==> src/rtl/seven_segment_quad.sv <==
// Four-digit seven-segment driver for the Mastermind board: decodes 3-bit digits,
// applies per-digit blanking and a blinking cursor, and registers every HEX output.
module seven_segment_quad #(
    parameter int unsigned BLINK_DIV  = 25_000_000,
    parameter bit          ACTIVE_LOW = 1'b1
) (
    input  logic       MAX10_CLK1_50,
    input  logic       reset_n,
    input  logic [2:0] d0,
    input  logic [2:0] d1,
    input  logic [2:0] d2,
    input  logic [2:0] d3,
    input  logic [3:0] blank,
    input  logic [1:0] cursor,
    input  logic       blink_en,
    output logic [6:0] HEX0,
    output logic [6:0] HEX1,
    output logic [6:0] HEX2,
    output logic [6:0] HEX3
);

    localparam int unsigned    CNT_W    = (BLINK_DIV > 1) ? $clog2(BLINK_DIV) : 1;
    localparam logic [CNT_W-1:0] CNT_LAST = CNT_W'(BLINK_DIV - 1);
    localparam logic [6:0]     DARK     = ACTIVE_LOW ? 7'h7F : 7'h00;

    // Segment patterns are stored active-low (g..a) and inverted for active-high boards.
    function automatic logic [6:0] decode(input logic [2:0] v);
        logic [6:0] seg;
        case (v)
            3'd0:    seg = 7'h40;
            3'd1:    seg = 7'h79;
            3'd2:    seg = 7'h24;
            3'd3:    seg = 7'h30;
            3'd4:    seg = 7'h19;
            3'd5:    seg = 7'h12;
            3'd6:    seg = 7'h02;
            default: seg = 7'h78;
        endcase
        return ACTIVE_LOW ? seg : ~seg;
    endfunction

    logic [CNT_W-1:0] cnt_q, cnt_d;
    logic             phase_q, phase_d;
    logic [3:0][6:0]  hex_q, hex_d;
    logic [3:0][2:0]  digit;

    assign digit = {d3, d2, d1, d0};

    // NOTE: defaults come first in every always_comb so no path leaves a signal unassigned (no latches).
    always_comb begin
        cnt_d   = cnt_q + CNT_W'(1);
        phase_d = phase_q;
        if (cnt_q == CNT_LAST) begin
            cnt_d   = '0;
            phase_d = ~phase_q;
        end
    end

    // Blanking wins over the cursor blink; phase 0 is the dark half of the blink.
    always_comb begin
        for (int k = 0; k < 4; k++) begin
            hex_d[k] = decode(digit[k]);
            if (blank[k]) begin
                hex_d[k] = DARK;
            end else if (blink_en && (cursor == 2'(k)) && !phase_q) begin
                hex_d[k] = DARK;
            end
        end
    end

    // NOTE: state registers use non-blocking assignments so all flops update from pre-edge values.
    always_ff @(posedge MAX10_CLK1_50 or negedge reset_n) begin
        if (!reset_n) begin
            cnt_q   <= '0;
            phase_q <= 1'b1;
            hex_q   <= {4{DARK}};
        end else begin
            cnt_q   <= cnt_d;
            phase_q <= phase_d;
            hex_q   <= hex_d;
        end
    end

    assign HEX0 = hex_q[0];
    assign HEX1 = hex_q[1];
    assign HEX2 = hex_q[2];
    assign HEX3 = hex_q[3];

endmodule

==> config.mk <==
export PLATFORM = sky130hd
export DESIGN_NAME = seven_segment_quad
export DESIGN_NICKNAME = d
export VERILOG_FILES = /design/src/rtl/seven_segment_quad.sv
export SDC_FILE = /design/constraint.sdc
export NUM_CORES = 1
export LEC_CHECK = 0
export CAP_MARGIN = 20
export CORE_AREA = 2 2 98 72
export DETAILED_ROUTE_END_ITERATION = 8
export DIE_AREA = 0 0 100 74
export PLACE_DENSITY = 0.63
export SYNTH_ARGS = -nofsm -noshare
export SYNTH_HDL_FRONTEND = slang
export SYNTH_SLANG_ARGS = --single-unit
export TNS_END_PERCENT = 30
==> constraint.sdc <==
create_clock -name MAX10_CLK1_50 -period 2.6 [get_ports MAX10_CLK1_50]
set_input_delay 0.52 -clock MAX10_CLK1_50 [delete_from_list [all_inputs] [get_ports MAX10_CLK1_50]]
set_output_delay 0.52 -clock MAX10_CLK1_50 [all_outputs]
set_load 0.01 [all_outputs]
==> results.txt, run 1 <==
----------------------------------------------------
[Status]
  Status ... completed

[Routing]
  Number of vias per cell ... 5.05
  1st-pass router iterations ... 4
  Total number of vias ... 1857
  Detailed-route DRC error count ... 0
  Sum of routed wire length over all layers ... 5.13 mm
  Mean routed wirelength per cell ... 13.9 µm
  Number of DRC markers after the initial detailed-route iteration ... 114
  Antenna-violating nets left ... 0

[Setup path]
  Kind of critical path ... flip-flop to flip-flop
  Biggest fanout along the worst timing path ... 13
  Setup crit start ... cnt_q[7]$_DFF_PN0_
  CP Capture Type ... flip-flop
  Start of the worst register-to-register path ... cnt_q[7]$_DFF_PN0_
  Required time of the critical path ... 2830 ps
  Worst EP arrival ... 2420 ps
  Category of the worst setup path launch point ... flip-flop

[Clocking]
  H-tree levels ... 2
  TritonCTS clock tree ... done
  Hold-fix buffer count after cts ... 0
  # resized after CTS ... 0
  Post-CTS setup-driven buffer insertion count ... 0
  Post-CTS clock slew at the launch and capture registers of the worst setup and hold paths ... 110 ps
  Total CTS buffers ... 5
  Clock root buffer ... sky130_fd_sc_hd__clkbuf_8
  Max clock buf depth ... 2
  Clock sink count ... 54
  Clock insertion delay at the later pin of the skew report ... 310 ps

[Synth]
  Largest area contributor in the netlist ... sky130_fd_sc_hd__dfstp_2
  Post-synthesis instance area ... 2490 µm²
  Distinct cell type count of the synthesized netlist ... 40
  Count of flip-flops with a built-in enable after synthesis ... 0
  Leading cell types by count after synthesis ... sky130_fd_sc_hd__dfstp_2 (29), sky130_fd_sc_hd__nand2_1 (28), sky130_fd_sc_hd__dfrtp_1 (25)
  Mean Syn Cell Area ... 10.6 µm²
  Total nets after synthesis ... 258
  Biggest area contributors in the synthesized netlist ... sky130_fd_sc_hd__dfstp_2 (31%), sky130_fd_sc_hd__dfrtp_1 (25%), sky130_fd_sc_hd__xnor2_1 (5.3%)
  Number of warning messages in the yosys log ... 0
  Share of synthesized registers carrying an async set or reset ... 1.00
  Most repeated cell in the gate-level netlist after synthesis ... sky130_fd_sc_hd__dfstp_2
  Area share of the largest cell type after synthesis ... 0.306
  Sequential share of the synthesized area ... 0.557
  Number of register bits inferred by synthesis ... 54
  Gate count of the mapped netlist ... 236
  Primary FF master, synth ... sky130_fd_sc_hd__dfstp_2

[Pwr]
  Lkg Pwr ... 1.26 nW
  Internal power ... 1.28 mW
  Clock network fraction of total power ... 0.338
  Switching power ... 0.388 mW
  Part of the total power dissipated in sequential elements ... 0.543
  Peak ir drop on the vdd network ... 237 µV
  PwrDens ... 526 nW/µm²
  Fraction of power spent switching nets ... 0.233
  Combinational power share ... 0.120

[Placement]
  Estimated wirelength of the detail-placed design ... 3.63 mm
  Final GP Congestion ... 0.832
  Count of buffers inserted at the top-level ports ... 48

[Global route]
  Global-route wire length before repair ... 8.49 mm
  Number of antenna violations at the first check in global routing ... 0
  Global-route congestion overflow total ... 0
  Via count of the first global-routing pass ... 1660
  Global-route total usage across every layer ... 0.147
  Largest net degree at the start of global routing ... 55

[Finish]
  End-of-flow core utilization ... 0.487
  Layout Nets ... 308
  Fillcell total ... 592
  Area Overhead vs Synth ... 27.1%
  Diode count ... 0
  Share of final-layout standard cells stronger than drive strength 1 ... 0.174
  Multi-input combinational cell area ... 1040 µm²
  Flip-flop and latch area ... 1390 µm²

[STA]
  Finish-stage setup viols ... 0
  Share of the clock period used by the worst path ... 0.840
  Maximum clock skew at final layout ... 18.5 ps
  Setup Total Neg Slack ... 0 ps
  Min cycle time layout ... 2190 ps
  Unrepaired setup endpoints after global routing ... no
  Slew HR ... 0.490
  Fmax ... 458 MHz
  Max-slew violation count ... 0
  Final-report hold violation count ... 0
  Transition time at the pin with the least slew margin ... 758 ps

[Floorplanning]
  Total number of placement rows ... 25
  Die Y-Extent ... 74 µm
  Number of placed I/O pins ... 49
  Starting utilization of the core area ... 0.383
  Core outline area ... 6510 µm²
  Die area ... 7400 µm²
  Die boundary width ... 100 µm

[Worst hold path]
  Worst hold-check path type ... primary input to asynchronous set/reset pin

[Run]
  Max-cap violations ... 0

----------------------------------------------------
-- power groups by stage --
stage          Clock (mW)  Combinational, mW  Sequential, mW
2_1_floorplan           0             0.0559           0.936
3_3_place_gp            0              0.201           0.918
3_5_place_dp            0              0.203           0.917
4_1_cts             0.581              0.203           0.904
5_1_grt             0.620              0.220           0.908
6_report            0.563              0.199           0.903
-- stage by stage --
stage	area (µm²)	worst slack [ps]	total power, mW	std cells	hold WS (ps)
after floorplan	2490	529	0.992	236	224
after global placement	3050	478	1.12	360	483
after detailed placement	3050	434	1.12	360	497
after CTS	3170	415	1.69	368	354
after global routing	3170	300	1.75	368	380
final	3170	415	1.67	368	313
-- layout make-up --
type | instances | share of cell area
Sequential cell | 54 | 0.438
Multi-Input combinational cell | 166 | 0.328
Clock inverter | 1 | 0.00277
Tap cell | 81 | 0.0320
Inverter | 9 | 0.0107
Timing Repair Buffer | 50 | 0.155
Clock buffer | 7 | 0.0340
-- layer usage --
metal | part of all wire | GRT usage | vias up
met2 | 0.39 | 0.186 | 52
li1 | - | - | 936
met4 | 0.0033 | 0.0228 | 0
met5 | 0 | 0 | -
met1 | 0.51 | 0.234 | 867
met3 | 0.090 | 0.0592 | 2
-- registers in the layout, indices dropped and copies added, names as in the netlist --
signal / flops
HEX2: 7
HEX3: 7
HEX0: 7
cnt_q: 25
phase_q: 1
HEX1: 7
-- cells in the final DEF, fill, tap and decap left out, types with 3 or more instances in the layout --
cell / count
sky130_fd_sc_hd__nor2b_1: 3
sky130_fd_sc_hd__nand2_1: 28
sky130_fd_sc_hd__dfrtp_1: 25
sky130_fd_sc_hd__nor3_1: 4
sky130_fd_sc_hd__xor2_1: 8
sky130_fd_sc_hd__clkdlybuf4s50_1: 47
sky130_fd_sc_hd__nand3b_1: 3
sky130_fd_sc_hd__nor4_1: 8
sky130_fd_sc_hd__dfstp_2: 29
sky130_fd_sc_hd__xnor2_1: 15
sky130_fd_sc_hd__nand4_1: 9
sky130_fd_sc_hd__o21ai_0: 12
sky130_fd_sc_hd__nand2b_1: 9
sky130_fd_sc_hd__nor2_1: 11
sky130_fd_sc_hd__inv_1: 9
sky130_fd_sc_hd__o211ai_1: 7
sky130_fd_sc_hd__nand3_1: 14
sky130_fd_sc_hd__a21oi_1: 10
sky130_fd_sc_hd__clkbuf_8: 6
-- cells by family after synthesis --
family,count (synthesis),share of synthesized area
xor gates and xnor gates,23,0.0808
DFF,54,0.557
and+or+nand+nor,106,0.240
buffers and inverters,16,0.0271
adders and majority gates,1,0.00502
AOI/OAI and AO/OA,36,0.0899
-- path summary, 6_finish.rpt --
check | end | slack, ps | depth (start not counted)
max in group asynchronous | cnt_q[12]$_DFF_PN0_ | 1830 | 2
worst min register to register | cnt_q[0]$_DFF_PN0_ | 510 | 1
min in group MAX10_CLK1_50 | cnt_q[0]$_DFF_PN0_ | 510 | 1
worst max register to register | phase_q$_DFFE_PN1N_ | 410 | 5
worst min-delay path | cnt_q[9]$_DFF_PN0_ | 310 | 2
worst max-delay path | phase_q$_DFFE_PN1N_ | 410 | 5
-- worst max-delay path, cell delays in order, from the launching register on --
cell and delay (ps):
sky130_fd_sc_hd__dfrtp_1 430, sky130_fd_sc_hd__or4b_1 530, sky130_fd_sc_hd__or4_4 520, sky130_fd_sc_hd__nor4_4 210, sky130_fd_sc_hd__buf_4 250, sky130_fd_sc_hd__xor2_1 180
Note: power is estimated with default switching activity, not from simulation.
==> run 2: changes to the inputs <==
PLACE_DENSITY = 0.65   (was 0.63)
clock period = 1.8 ns   (was 2.6 ns; I/O delays follow)
==> run 2 against run 1 <==
  * The flow now finishes with violations (setup timing)
  * Cell count rose by 9.5%
  * Clock skew fell by 7.5 ps
  * Count of clock-buffer cells in the layout fell by 2
  * Via count rose by 8.8%
  * Power grew 46%
  * Worst hold slack worse by 300 ps
  * Non-clock buffer count increased by 35
  * Sequential power is 44% higher
  * Clock power is 47% higher
  * Fmax up 4.3%
  * Critical path type unchanged
  * Largest power group unchanged
==> results.txt, run 2 (synthesis results as in run 1) <==
----------------------------------------------------
[Global route]
  Global-route wire length before repair ... 8.91 mm
  Largest net degree at the start of global routing ... 23
  Number of antenna violations at the first check in global routing ... 0
  Global-route congestion overflow total ... 0
  Global-route total usage across every layer ... 0.155
  Via count of the first global-routing pass ... 1868

[Pwr]
  PwrDens ... 704 nW/µm²
  Power Total ... 2.43 mW
  Peak ir drop on the vdd network ... 380 µV
  Lkg Pwr ... 1.43 nW

[Placement]
  Placed Cells ... 395
  Placement Cell Area ... 3330 µm²
  Count of buffers inserted at the top-level ports ... 48
  Final GP Congestion ... 0.888
  Estimated wirelength of the detail-placed design ... 4.07 mm

[STA]
  Fmax ... 477 MHz
  Maximum clock skew at final layout ... 11.0 ps
  Transition time at the pin with the least slew margin ... 540 ps
  Finish-stage setup viols ... 17
  Min cycle time layout ... 2090 ps
  Final-report hold violation count ... 0
  Slew HR ... 0.640
  Post-route worst setup slack ... -294 ps
  Share of the clock period used by the worst path ... 1.16
  Unrepaired setup endpoints after global routing ... yes
  Max-slew violation count ... 0

[Finish]
  Post-layout instance area ... 3450 µm²
  Share of final-layout standard cells stronger than drive strength 1 ... 0.270
  Final std cells w/o fill ... 403
  Biggest register ... cnt_q
  Flip-flop count of the largest register, all copies and words added ... 25
  Area Overhead vs Synth ... 38.4%
  Commonest cells after routing, fill and taps aside ... sky130_fd_sc_hd__clkdlybuf4s50_1 (46), sky130_fd_sc_hd__buf_4 (36), sky130_fd_sc_hd__dfstp_2 (29)
  Layout Nets ... 343
  Diode count ... 0
  Commonest non-fill, non-tap cell in the layout ... sky130_fd_sc_hd__clkdlybuf4s50_1
  End-of-flow core utilization ... 0.530

[Status]
  Status ... finished with violations
  Failing checks ... setup timing

[Setup path]
  Required time of the critical path ... 2030 ps
  R2r setup slk ... -290 ps
  CP Capture Type ... flip-flop
  Biggest fanout along the worst timing path ... 4
  Category of the worst setup path launch point ... flip-flop
  Worst EP arrival ... 2330 ps
  Kind of critical path ... flip-flop to flip-flop

[Floorplanning]
  Core outline area ... 6510 µm²
  Number of placed I/O pins ... 49
  Die Y-Extent ... 74 µm
  Starting utilization of the core area ... 0.383
  Die boundary width ... 100 µm
  Die area ... 7400 µm²
  Total number of placement rows ... 25

[Worst hold path]
  Worst hold-check path type ... primary input to asynchronous set/reset pin

[Clocking]
  Clock sink count ... 54
  Total CTS buffers ... 5
  TritonCTS clock tree ... done
  Max clock buf depth ... 2
  Hold-fix buffer count after cts ... 0
  Clock insertion delay at the later pin of the skew report ... 310 ps
  H-tree levels ... 2
  Post-CTS clock slew at the launch and capture registers of the worst setup and hold paths ... 100 ps
  Clock root buffer ... sky130_fd_sc_hd__clkbuf_8

[Routing]
  1st-pass router iterations ... 4
  DRT met1 WL ... 2.68 mm
  Top metal layer carrying routed signals ... met4
  Number of vias per cell ... 5.01
  Detailed-route DRC error count ... 0
  Sum of routed wire length over all layers ... 5.33 mm
  Number of DRC markers after the initial detailed-route iteration ... 61
  WL met2 ... 2.24 mm
  Total number of vias ... 2021
  Antenna-violating nets left ... 0
  Length of routed met3 wiring ... 365 µm
  Mean routed wirelength per cell ... 13.2 µm

[Run]
  Max-cap violations ... 0

----------------------------------------------------
==> run 2: cell types whose count changed in the layout (fill, tap and decap cells not counted), sizes merged <==
cell           previous run  this run
bufinv                    0         1
clkbuf                    7         5
buf                       3        38
clkinv                    0         1
clkdlybuf4s50            47        46
dlymetal6s2s              0         1
==> run 2: what timing repair did <==
action	4_1_cts	5_1_grt
pin swaps	5	1
setup buffers	0	0
setup endpoints to repair	17	18
resized for setup	0	3
==> run 2: layer usage <==
layer	track usage	vias up
met5	0	-
met4	0.0365	0
met3	0.0536	5
met2	0.230	39
met1	0.222	975
li1	-	1002
==> run 2: worst max-delay path, cell delays in order, from the launching register on <==
cell and delay (ps):
sky130_fd_sc_hd__dfrtp_1 390, sky130_fd_sc_hd__or4bb_1 530, sky130_fd_sc_hd__or4_4 530, sky130_fd_sc_hd__nor4_4 240
sky130_fd_sc_hd__buf_4 190, sky130_fd_sc_hd__xor2_1 140
==> run 2: worst paths after layout <==
kind                        cells past startpoint                   to           startpoint
max                                             5  phase_q$_DFFE_PN1N_   cnt_q[9]$_DFF_PN0_
min                                             1   cnt_q[7]$_DFF_PN0_              reset_n
max reg2reg                                     5  phase_q$_DFFE_PN1N_   cnt_q[9]$_DFF_PN0_
min reg2reg                                     1  cnt_q[15]$_DFF_PN0_  cnt_q[15]$_DFF_PN0_
max in group asynchronous                       2  cnt_q[11]$_DFF_PN0_              reset_n
min in group MAX10_CLK1_50                      1  cnt_q[15]$_DFF_PN0_  cnt_q[15]$_DFF_PN0_
==> run 2: power breakdown <==
group          internal [mW]  switching [mW]
combinational          0.160           0.138
clock                  0.422           0.405
sequential              1.29          0.0125
total                   1.87           0.555
==> run 2: stage by stage <==
| stage | TNS, ps | hold slack, ps | setup slack [ps] |
|---|---|---|---|
| global placement | -3500 | 356 | -264 |
| finish | -3600 | 12.3 | -294 |
| global route | -5580 | 31.7 | -438 |
| detailed placement | -3630 | 357 | -285 |
| CTS | -3720 | 17.0 | -310 |
| floorplan | -2330 | 64.4 | -170 |
==> run 2: area by class of cell <==
class	instances	area, µm²
clock buffer	5	68.8
clock inverter	3	47.5
fill	572	3060
inverter	9	33.8
multi-input combinational	166	1040
sequential	54	1390
tap	81	101
timing repair buffer	85	768
==> run 3: changes to the inputs <==
==> constraint.sdc (replaced) <==
create_clock -name MAX10_CLK1_50 -period 1.7 [get_ports MAX10_CLK1_50]
set_input_delay 0.17 -clock MAX10_CLK1_50 [delete_from_list [all_inputs] [get_ports MAX10_CLK1_50]]
set_output_delay 0.17 -clock MAX10_CLK1_50 [all_outputs]
set_load 0.01 [all_outputs]
==> run 3 against run 2 <==
  * The flow still finishes with violations (setup timing)
  * Flip-flop and latch count unchanged
  * Via count up 0.79%
  * Global-route usage rose by 0.15 points
  * Sequential power increased by 6%
  * Combinational power increased by 5%
==> results.txt, run 3 (synthesis results as in run 1) <==
----------------------------------------------------
[Global route]
  Global-route congestion overflow total ... 0
  Global-route wire length before repair ... 9.10 mm
  Number of antenna violations at the first check in global routing ... 0
  Largest net degree at the start of global routing ... 42
  Via count of the first global-routing pass ... 1947
  Global-route total usage across every layer ... 0.157

[STA]
  Fmax ... 493 MHz
  Share of the clock period used by the worst path ... 1.19
  Transition time at the pin with the least slew margin ... 540 ps
  Setup Total Neg Slack ... -4680 ps
  Max-slew violation count ... 0
  Maximum clock skew at final layout ... 10.2 ps
  Post-route worst setup slack ... -329 ps
  Final-report hold violation count ... 0
  Min cycle time layout ... 2030 ps
  Slew HR ... 0.640
  Unrepaired setup endpoints after global routing ... yes
  Finish-stage setup viols ... 17
  Min Hold Slack ... 280 ps

[Floorplanning]
  Die Y-Extent ... 74 µm
  Number of placed I/O pins ... 49
  Die area ... 7400 µm²
  Starting utilization of the core area ... 0.383
  Die boundary width ... 100 µm
  Core outline area ... 6510 µm²
  Total number of placement rows ... 25

[Placement]
  Placed Cells ... 398
  Count of buffers inserted at the top-level ports ... 48
  Estimated wirelength of the detail-placed design ... 4.03 mm
  Final GP Congestion ... 0.877

[Clocking]
  Post-CTS clock slew at the launch and capture registers of the worst setup and hold paths ... 110 ps
  Max clock buf depth ... 2
  Clock insertion delay at the later pin of the skew report ... 310 ps
  H-tree levels ... 2
  Clock sink count ... 54
  Total CTS buffers ... 5
  Clock root buffer ... sky130_fd_sc_hd__clkbuf_8
  TritonCTS clock tree ... done

[Setup path]
  Setup crit start ... cnt_q[7]$_DFF_PN0_
  R2r setup slk ... -330 ps
  Start of the worst register-to-register path ... cnt_q[7]$_DFF_PN0_
  Worst EP arrival ... 2230 ps
  Kind of critical path ... flip-flop to flip-flop
  Biggest fanout along the worst timing path ... 6
  Category of the worst setup path launch point ... flip-flop
  Worst Reg2Reg Path Length in Cells ... 6
  Worst setup path endpoint ... cnt_q[1]$_DFF_PN0_
  CP Capture Type ... flip-flop
  Required time of the critical path ... 1900 ps
  Worst r2r dst ... cnt_q[1]$_DFF_PN0_

[Routing]
  Total number of vias ... 2037
  Antenna-violating nets left ... 0
  Sum of routed wire length over all layers ... 5.32 mm
  Number of vias per cell ... 5.00
  Number of DRC markers after the initial detailed-route iteration ... 87
  Mean routed wirelength per cell ... 13.1 µm
  1st-pass router iterations ... 4
  Detailed-route DRC error count ... 0

[Finish]
  Final std cells w/o fill ... 407
  End-of-flow core utilization ... 0.538
  Share of final-layout standard cells stronger than drive strength 1 ... 0.282
  Area Overhead vs Synth ... 40.6%
  Commonest non-fill, non-tap cell in the layout ... sky130_fd_sc_hd__clkdlybuf4s50_1
  Flip-flop count of the largest register, all copies and words added ... 25
  Commonest cells after routing, fill and taps aside ... sky130_fd_sc_hd__clkdlybuf4s50_1 (47), sky130_fd_sc_hd__buf_4 (36), sky130_fd_sc_hd__dfstp_2 (29)
  Layout Nets ... 347
  Fillcell total ... 586
  Biggest register ... cnt_q
  Diode count ... 0

[Pwr]
  Peak ir drop on the vdd network ... 530 µV
  Lkg Pwr ... 1.45 nW
  Power Total ... 2.59 mW
  PwrDens ... 739 nW/µm²

[Status]
  Status ... finished with violations
  Failing checks ... setup timing

[Worst hold path]
  Worst hold-check path type ... primary input to asynchronous set/reset pin

[Run]
  Max-cap violations ... 0

----------------------------------------------------
==> run 3: changes by cell type in the layout (fill, tap and decap cells not counted), sizes merged <==
cell	before	now
inv	10	11
dlygate4sd3	0	1
buf	38	41
clkinv	1	0
dlymetal6s2s	1	0
clkdlybuf4s50	46	47
==> run 3: timing repair <==
item	in CTS	in global routing
cloned	0	0
setup buffers	0	0
endpoints found under the hold margin	13	0
setup endpoints to repair	17	19
hold buffers	1	0
pin swaps	7	1
resized for setup	4	3
==> run 3: power breakdown <==
group          switching (mW)  internal, mW
logic                   0.145         0.168
clock network           0.445         0.450
registers              0.0140          1.37
==> run 3: worst max-delay path: stages (launching register included) <==
cell                      delay (ps)
sky130_fd_sc_hd__dfrtp_1         390
sky130_fd_sc_hd__or4b_4          530
sky130_fd_sc_hd__or4_4           520
sky130_fd_sc_hd__nor4_4          180
sky130_fd_sc_hd__buf_6           170
sky130_fd_sc_hd__buf_6           100
sky130_fd_sc_hd__nor2b_1          30
==> run 3: final cells by class <==
| type | instances | area (µm²) | share of cell area |
|---|---|---|---|
| sequential | 54 | 1390 | 0.396 |
| multi-input combinational | 166 | 1050 | 0.301 |
| timing repair buffer | 89 | 810 | 0.231 |
| tap | 81 | 101 | 0.0289 |
| clock buffer | 5 | 68.8 | 0.0196 |
| clock inverter | 3 | 47.5 | 0.0136 |
| inverter | 9 | 33.8 | 0.00964 |
==> run 3: how the worst min path moves through the flow <==
stage	startpoint	endpoint	slack, ps	depth (start not counted)
2_1_floorplan	reset_n	cnt_q[0]$_DFF_PN0_	-130	0
3_3_place_gp	reset_n	cnt_q[12]$_DFF_PN0_	100	1
3_5_place_dp	reset_n	cnt_q[16]$_DFF_PN0_	100	1
4_1_cts	reset_n	cnt_q[16]$_DFF_PN0_	290	2
5_1_grt	reset_n	cnt_q[16]$_DFF_PN0_	310	2
6_report	reset_n	cnt_q[16]$_DFF_PN0_	280	2
==> run 3: per-stage QoR <==
step / setup WS [ps] / cell area [µm²]
3_3_place_gp: -342 / 3350
4_1_cts: -340 / 3490
2_1_floorplan: -270 / 2490
5_1_grt: -401 / 3500
3_5_place_dp: -342 / 3350
6_report: -329 / 3500
==> run 3: metal layers <==
metal  wire length [µm]  track usage  share of wire  vias to the layer above
met5                  0            0              0                        -
met2               2210        0.230           0.42                       55
li1                   -            -              -                     1016
met4                 57       0.0381          0.011                        0
met3                455       0.0620          0.086                        7
met1               2600        0.221           0.49                      959
